--- config.mk ---
export PLATFORM = sky130hd
export DESIGN_NAME = mc_control_unit
export DESIGN_NICKNAME = d
export VERILOG_FILES = /design/src/rtl/mc_control_unit.sv
export SDC_FILE = /design/constraint.sdc
export NUM_CORES = 1
export LEC_CHECK = 0
export ABC_AREA = 0
export BUFFER_PORTS_ARGS = -buffer_cell sky130_fd_sc_hd__clkbuf_2
export CELL_PAD_IN_SITES_DETAIL_PLACEMENT = 0
export CELL_PAD_IN_SITES_GLOBAL_PLACEMENT = 2
export CORE_MARGIN = 2
export CORE_UTILIZATION = 18
export CTS_CLUSTER_DIAMETER = 100
export DETAILED_ROUTE_END_ITERATION = 8
export GPL_TIMING_DRIVEN = 0
export PLACE_DENSITY_LB_ADDON = 0.25
export SLEW_MARGIN = 5
export SYNTH_ARGS = -nofsm -noshare
export SYNTH_HDL_FRONTEND = slang
export SYNTH_SLANG_ARGS = --single-unit
--- constraint.sdc ---
create_clock -name clock -period 1.25 [get_ports clock]
set_input_delay 0 -clock clock [delete_from_list [all_inputs] [get_ports clock]]
set_output_delay 0 -clock clock [all_outputs]
set_load 0.005 [all_outputs]
--- src/rtl/mc_control_unit.sv ---
// Multi-cycle MIPS-subset control unit: IF/ID/EX/MEM/WB sequencer with a memory ready handshake.
// Define MC_CU_BLE_EN to decode ble (opcode 011011); otherwise that opcode is illegal.
module mc_control_unit #(
    parameter logic [31:0] RESET_PC = 32'h0000_0000
) (
    input  logic        clock,
    input  logic        reset,
    input  logic [5:0]  op,
    input  logic [5:0]  func,
    input  logic        z,
    input  logic        le,
    input  logic        mem_ready,
    output logic        mem_req,
    output logic        mem_we,
    output logic        iord,
    output logic        ir_we,
    output logic        pc_we,
    output logic [1:0]  pcsource,
    output logic [3:0]  aluc,
    output logic        alusrca,
    output logic [1:0]  alusrcb,
    output logic        sext,
    output logic        shift,
    output logic [1:0]  regdst,
    output logic        m2reg,
    output logic        wreg,
    output logic        illegal,
    output logic [31:0] pc_init
);
    typedef enum logic [2:0] {StIf, StId, StEx, StMem, StWb} state_e;

    localparam logic [5:0] OpRtype = 6'b000000;
    localparam logic [5:0] OpJ     = 6'b000010;
    localparam logic [5:0] OpJal   = 6'b000011;
    localparam logic [5:0] OpBeq   = 6'b000100;
    localparam logic [5:0] OpBne   = 6'b000101;
    localparam logic [5:0] OpAddi  = 6'b001000;
    localparam logic [5:0] OpAndi  = 6'b001100;
    localparam logic [5:0] OpOri   = 6'b001101;
    localparam logic [5:0] OpXori  = 6'b001110;
    localparam logic [5:0] OpLui   = 6'b001111;
    localparam logic [5:0] OpLw    = 6'b100011;
    localparam logic [5:0] OpSw    = 6'b101011;
`ifdef MC_CU_BLE_EN
    localparam logic [5:0] OpBle   = 6'b011011;
`endif

    state_e     state_q, state_d;
    logic       illegal_q, illegal_d;

    logic       dec_legal, is_rtype, is_jr, is_j, is_jal, is_lw, is_sw;
    logic       is_beq, is_bne, is_ble, br_taken;
    logic [3:0] ex_aluc;
    logic [1:0] ex_srcb;
    logic       ex_sext, ex_shift;

    // Instruction decode; only consumed from ID onward.
    always_comb begin
        dec_legal = 1'b1;
        is_rtype  = 1'b0;
        is_jr     = 1'b0;
        is_j      = 1'b0;
        is_jal    = 1'b0;
        is_lw     = 1'b0;
        is_sw     = 1'b0;
        is_beq    = 1'b0;
        is_bne    = 1'b0;
        is_ble    = 1'b0;
        ex_aluc   = 4'b0000;
        ex_srcb   = 2'b00;
        ex_sext   = 1'b0;
        ex_shift  = 1'b0;
        case (op)
            OpRtype: begin
                is_rtype = 1'b1;
                case (func)
                    6'b100000: ex_aluc = 4'b0000;
                    6'b100010: ex_aluc = 4'b0100;
                    6'b100100: ex_aluc = 4'b0001;
                    6'b100101: ex_aluc = 4'b0101;
                    6'b100110: ex_aluc = 4'b0010;
                    6'b000000: begin ex_aluc = 4'b0011; ex_shift = 1'b1; end
                    6'b000010: begin ex_aluc = 4'b0111; ex_shift = 1'b1; end
                    6'b000011: begin ex_aluc = 4'b1111; ex_shift = 1'b1; end
                    6'b001000: is_jr = 1'b1;
                    default:   dec_legal = 1'b0;
                endcase
            end
            OpJ:    is_j = 1'b1;
            OpJal:  is_jal = 1'b1;
            OpBeq:  begin is_beq = 1'b1; ex_aluc = 4'b0100; end
            OpBne:  begin is_bne = 1'b1; ex_aluc = 4'b0100; end
            OpAddi: begin ex_srcb = 2'b10; ex_sext = 1'b1; end
            OpAndi: begin ex_srcb = 2'b10; ex_aluc = 4'b0001; end
            OpOri:  begin ex_srcb = 2'b10; ex_aluc = 4'b0101; end
            OpXori: begin ex_srcb = 2'b10; ex_aluc = 4'b0010; end
            OpLui:  begin ex_srcb = 2'b10; ex_aluc = 4'b0110; end
            OpLw:   begin is_lw = 1'b1; ex_srcb = 2'b10; ex_sext = 1'b1; end
            OpSw:   begin is_sw = 1'b1; ex_srcb = 2'b10; ex_sext = 1'b1; end
`ifdef MC_CU_BLE_EN
            OpBle:  begin is_ble = 1'b1; ex_aluc = 4'b1011; end
`endif
            default: dec_legal = 1'b0;
        endcase
    end

    assign br_taken = (is_beq & z) | (is_bne & ~z) | (is_ble & le);

    always_comb begin
        state_d   = state_q;
        illegal_d = illegal_q;
        mem_req   = 1'b0;
        mem_we    = 1'b0;
        iord      = 1'b0;
        ir_we     = 1'b0;
        pc_we     = 1'b0;
        pcsource  = 2'b00;
        aluc      = 4'b0000;
        alusrca   = 1'b0;
        alusrcb   = 2'b00;
        sext      = 1'b0;
        shift     = 1'b0;
        regdst    = 2'b00;
        m2reg     = 1'b0;
        wreg      = 1'b0;
        if (reset) begin
            state_d   = StIf;
            illegal_d = 1'b0;
        end else begin
            // EX operand selects stay up through MEM/WB so the ALU result remains valid.
            if (state_q inside {StEx, StMem, StWb}) begin
                alusrca = 1'b1;
                alusrcb = ex_srcb;
                sext    = ex_sext;
                shift   = ex_shift;
                aluc    = ex_aluc;
            end
            unique case (state_q)
                StIf: begin
                    mem_req = 1'b1;
                    alusrcb = 2'b01;
                    if (mem_ready) begin
                        ir_we   = 1'b1;
                        pc_we   = 1'b1;
                        state_d = StId;
                    end
                end
                StId: begin
                    alusrcb = 2'b11;
                    sext    = 1'b1;
                    if (!dec_legal) begin
                        illegal_d = 1'b1;
                        state_d   = StIf;
                    end else if (is_j || is_jal) begin
                        pc_we    = 1'b1;
                        pcsource = 2'b10;
                        if (is_jal) begin
                            wreg   = 1'b1;
                            regdst = 2'b10;
                        end
                        state_d  = StIf;
                    end else begin
                        state_d = StEx;
                    end
                end
                StEx: begin
                    if (is_jr) begin
                        pc_we    = 1'b1;
                        pcsource = 2'b11;
                        state_d  = StIf;
                    end else if (is_beq || is_bne || is_ble) begin
                        pc_we    = br_taken;
                        pcsource = 2'b01;
                        state_d  = StIf;
                    end else if (is_lw || is_sw) begin
                        state_d = StMem;
                    end else begin
                        state_d = StWb;
                    end
                end
                StMem: begin
                    mem_req = 1'b1;
                    iord    = 1'b1;
                    mem_we  = is_sw;
                    if (mem_ready) state_d = is_sw ? StIf : StWb;
                end
                StWb: begin
                    wreg    = 1'b1;
                    regdst  = is_rtype ? 2'b01 : 2'b00;
                    m2reg   = is_lw;
                    state_d = StIf;
                end
                default: state_d = StIf;
            endcase
        end
    end

    always_ff @(posedge clock) begin
        if (reset) begin
            state_q   <= StIf;
            illegal_q <= 1'b0;
        end else begin
            state_q   <= state_d;
            illegal_q <= illegal_d;
        end
    end

    assign illegal = illegal_q;
    assign pc_init = RESET_PC;

endmodule

==> impl_metrics.json <==
{
  "grt_max_degree": 11,
  "fillCellCount": 600,
  "r2r-start": "state_q[1]",
  "required_ns": 1.25,
  "tightest_slew_ns": 0.6308,
  "skew_ns": 0.001904,
  "ir_worst_vdd_mv": 0.3115,
  "cts_tree": "done",
  "total_power_mw": 0.7786,
  "yosysWarnings": 0,
  "clkSinkCount": 4,
  "gr-total-overflow": 0,
  "start_util": 0.1881,
  "setup_tns_ns": -2.893,
  "first_pass_iters": 4,
  "path_class": "reg2out",
  "synth_area_leaders": "buf_4, dfxtp_1, nor2_1, nand2b_1, nor3_1",
  "crit_chain": "or3b_4 > a21oi_4 > buf_4 > a21boi_1 > clkbuf_2",
  "dieArea_sq_um": 6451,
  "wl_per_cell_microns": 11.07,
  "netlist_area_sq_um": 1049,
  "yosysUniqueCellTypes": 52,
  "drv_slew": 0,
  "syn_avg_cell_area_sq_um": 7.037,
  "yosysSeqAreaShare": 0.07637,
  "fmax_mhz": 638.7,
  "die_height_microns": 80.32,
  "fin_crit_sh": 1.253,
  "hold_viol": 0,
  "p_per_area_nw_per_um2": 431.9,
  "drt_iter0_markers": 123,
  "max_stage_delay_ns": 0.40,
  "netlist.area_leader.share": 0.2291,
  "min_period_ns": 1.566,
  "worstHoldStart": "mem_ready",
  "rsz0062_at_grt": "true",
  "syn_inst": 149,
  "cp-start-kind": "flop",
  "seq_area_sq_um": 88.84,
  "cts_inserted_buffers": 3,
  "numPortBuffers": 34,
  "antenna_found_initial": 0,
  "vias": 1226,
  "path_clk_slew_ns": 0.03,
  "synth_top_area_cell": "buf_4",
  "ys_ff_latch": 4,
  "setup_ws_ns": -0.3158,
  "multi_input_area_sq_um": 944.7,
  "crit_start": "state_q[0]",
  "clk_latency_ns": 0.21,
  "violations": "setup timing",
  "ctsLongestPathBuffers": 2,
  "area_growth_pct": 71.96,
  "ctsHoldBuffers": 0,
  "core_sq_um": 5574,
  "die_w_microns": 80.32,
  "end_kind": "primary output",
  "synth_edf_count": 0,
  "num_rows": 27,
  "crit_path_top_delay_cell": "or3b_4",
  "p_leak_nw": 0.8616,
  "maxCapViolCount": 0,
  "drive_above_1_share": 0.5240,
  "via_per_inst": 4.073,
  "drc": 0,
  "synth_ff_type": "dfxtp_1",
  "final_nets": 248,
  "min_path_type": "in2reg",
  "io_pins": 70,
  "grt_pass1_vias": 1130,
  "ant_nets": 0,
  "clockRootBuffer": "clkbuf_8",
  "htree_levels": 1,
  "place_hpwl_microns": 2615,
  "grt_pass1_wl_microns": 5540,
  "finalSetupViolCount": 17,
  "status": "finished with violations",
  "track_usage": 0.1054,
  "slew_headroom": 0.5795,
  "n_antenna_cell": 0,
  "async_reset_ff_frac": 0,
  "cp_max_fo": 4,
  "gp_congestion": 0.7415,
  "arrival_ns": 1.57,
  "wl_microns": 3333
}
state kept, by name, indices dropped and copies added (netlist names):
name and count:
illegal 1, state_q 3
layout make-up:
class,instances,share of cell area
Multi-Input combinational cell,132,0.5239
Timing Repair Buffer,48,0.1825
Buffer,38,0.1617
Tap cell,72,0.04997
Sequential cell,4,0.04927
Clock buffer,3,0.02290
Inverter,4,0.009715
worst paths after layout:
kind,to,slack (ns),cells past startpoint
worst max-delay path,aluc[1],-0.32,5
worst min register to register,illegal,0.47,2
worst min-delay path,state_q[0],0.17,3
worst max register to register,state_q[1],0.01,6
cells in the final DEF, fill, tap and decap left out, types with 2 or more instances in the layout:
cell type,instances
nor4_4,2
a21oi_2,2
conb_1,32
nor3_2,3
dfxtp_4,2
nand2_1,6
a21oi_1,2
o22ai_1,4
mux2i_1,2
and2_1,4
xor2_1,2
nor3_1,2
and3_1,2
nor3b_1,2
nand2b_1,4
buf_2,9
buf_6,8
buf_4,41
clkbuf_2,24
inv_1,3
nand3_1,4
nand3b_1,3
or2_2,2
a41o_1,2
nor2_2,3
nor2b_1,3
nor2_1,10
or3_1,2
clkbuf_8,4
power by group:
group          internal, mW  switching [mW]
Sequential            0.132         0.00528
Clock                 0.205          0.0609
Combinational         0.192           0.183
Total                 0.529           0.250
stage by stage:
step	util	hold slack [ns]	setup WS (ns)	area [sq um]	cells
2_1_floorplan	-	0.03646	-0.02269	1209	180
3_3_place_gp	0.2635	0.2780	-0.4367	1469	286
3_5_place_dp	0.2635	0.2747	-0.4375	1469	286
4_1_cts	0.3046	0.1644	-0.3808	1698	298
5_1_grt	0.3235	0.2226	-0.3737	1803	301
6_report	0.3235	0.1711	-0.3158	1803	301
per-layer routing:
metal	vias to the layer above	track usage	wire length [microns]
li1	636	-	-
met1	552	0.1430	1474
met2	38	0.1800	1667
met3	0	0.02135	192
met4	0	0.005085	0
met5	-	0	0
logic make-up (layout without fill, tap and decap cells):
kind of cell | Yosys count | after routing | share of synthesized area
AO/OA/AOI/OAI | 28 | 28 | 0.2076
XOR/XNOR | 2 | 2 | 0.01671
buffers and inverters | 44 | 93 | 0.2816
flip-flops | 4 | 4 | 0.07638
multiplexers | 2 | 2 | 0.01909
other | 1 | 32 | 0.003577
AND/OR/NAND/NOR | 68 | 68 | 0.3950
repair_timing:
action,4_1_cts,5_1_grt
gates cloned,0,0
setup endpoints to repair,22,23
resized for setup,30,31
pin swaps,14,17
buffers inserted,10,5
cell usage after synthesis (all sizes together), types with 2 or more instances:
library cell	instances
a211oi	2
a21boi	2
a21oi	5
a221oi	2
a41o	2
and2	4
and3	2
buf	36
clkbuf	4
dfxtp	4
inv	3
mux2i	2
nand2	7
nand2b	5
nand3	5
nand3b	3
nor2	14
nor2b	3
nor3	6
nor3b	3
nor4	4
nor4b	2
o22ai	4
or2	2
or3	2
or4	2
xor2	2
critical path, delay by kind of cell (launching register included):
kind	cells	cell delay, ns
and+or+nand+nor	1	0.40
buffers and inverters	2	0.27
AOI/OAI and AO/OA	2	0.34
DFF	1	0.34
No activity file was read; power rests on OpenSTA's default activity.
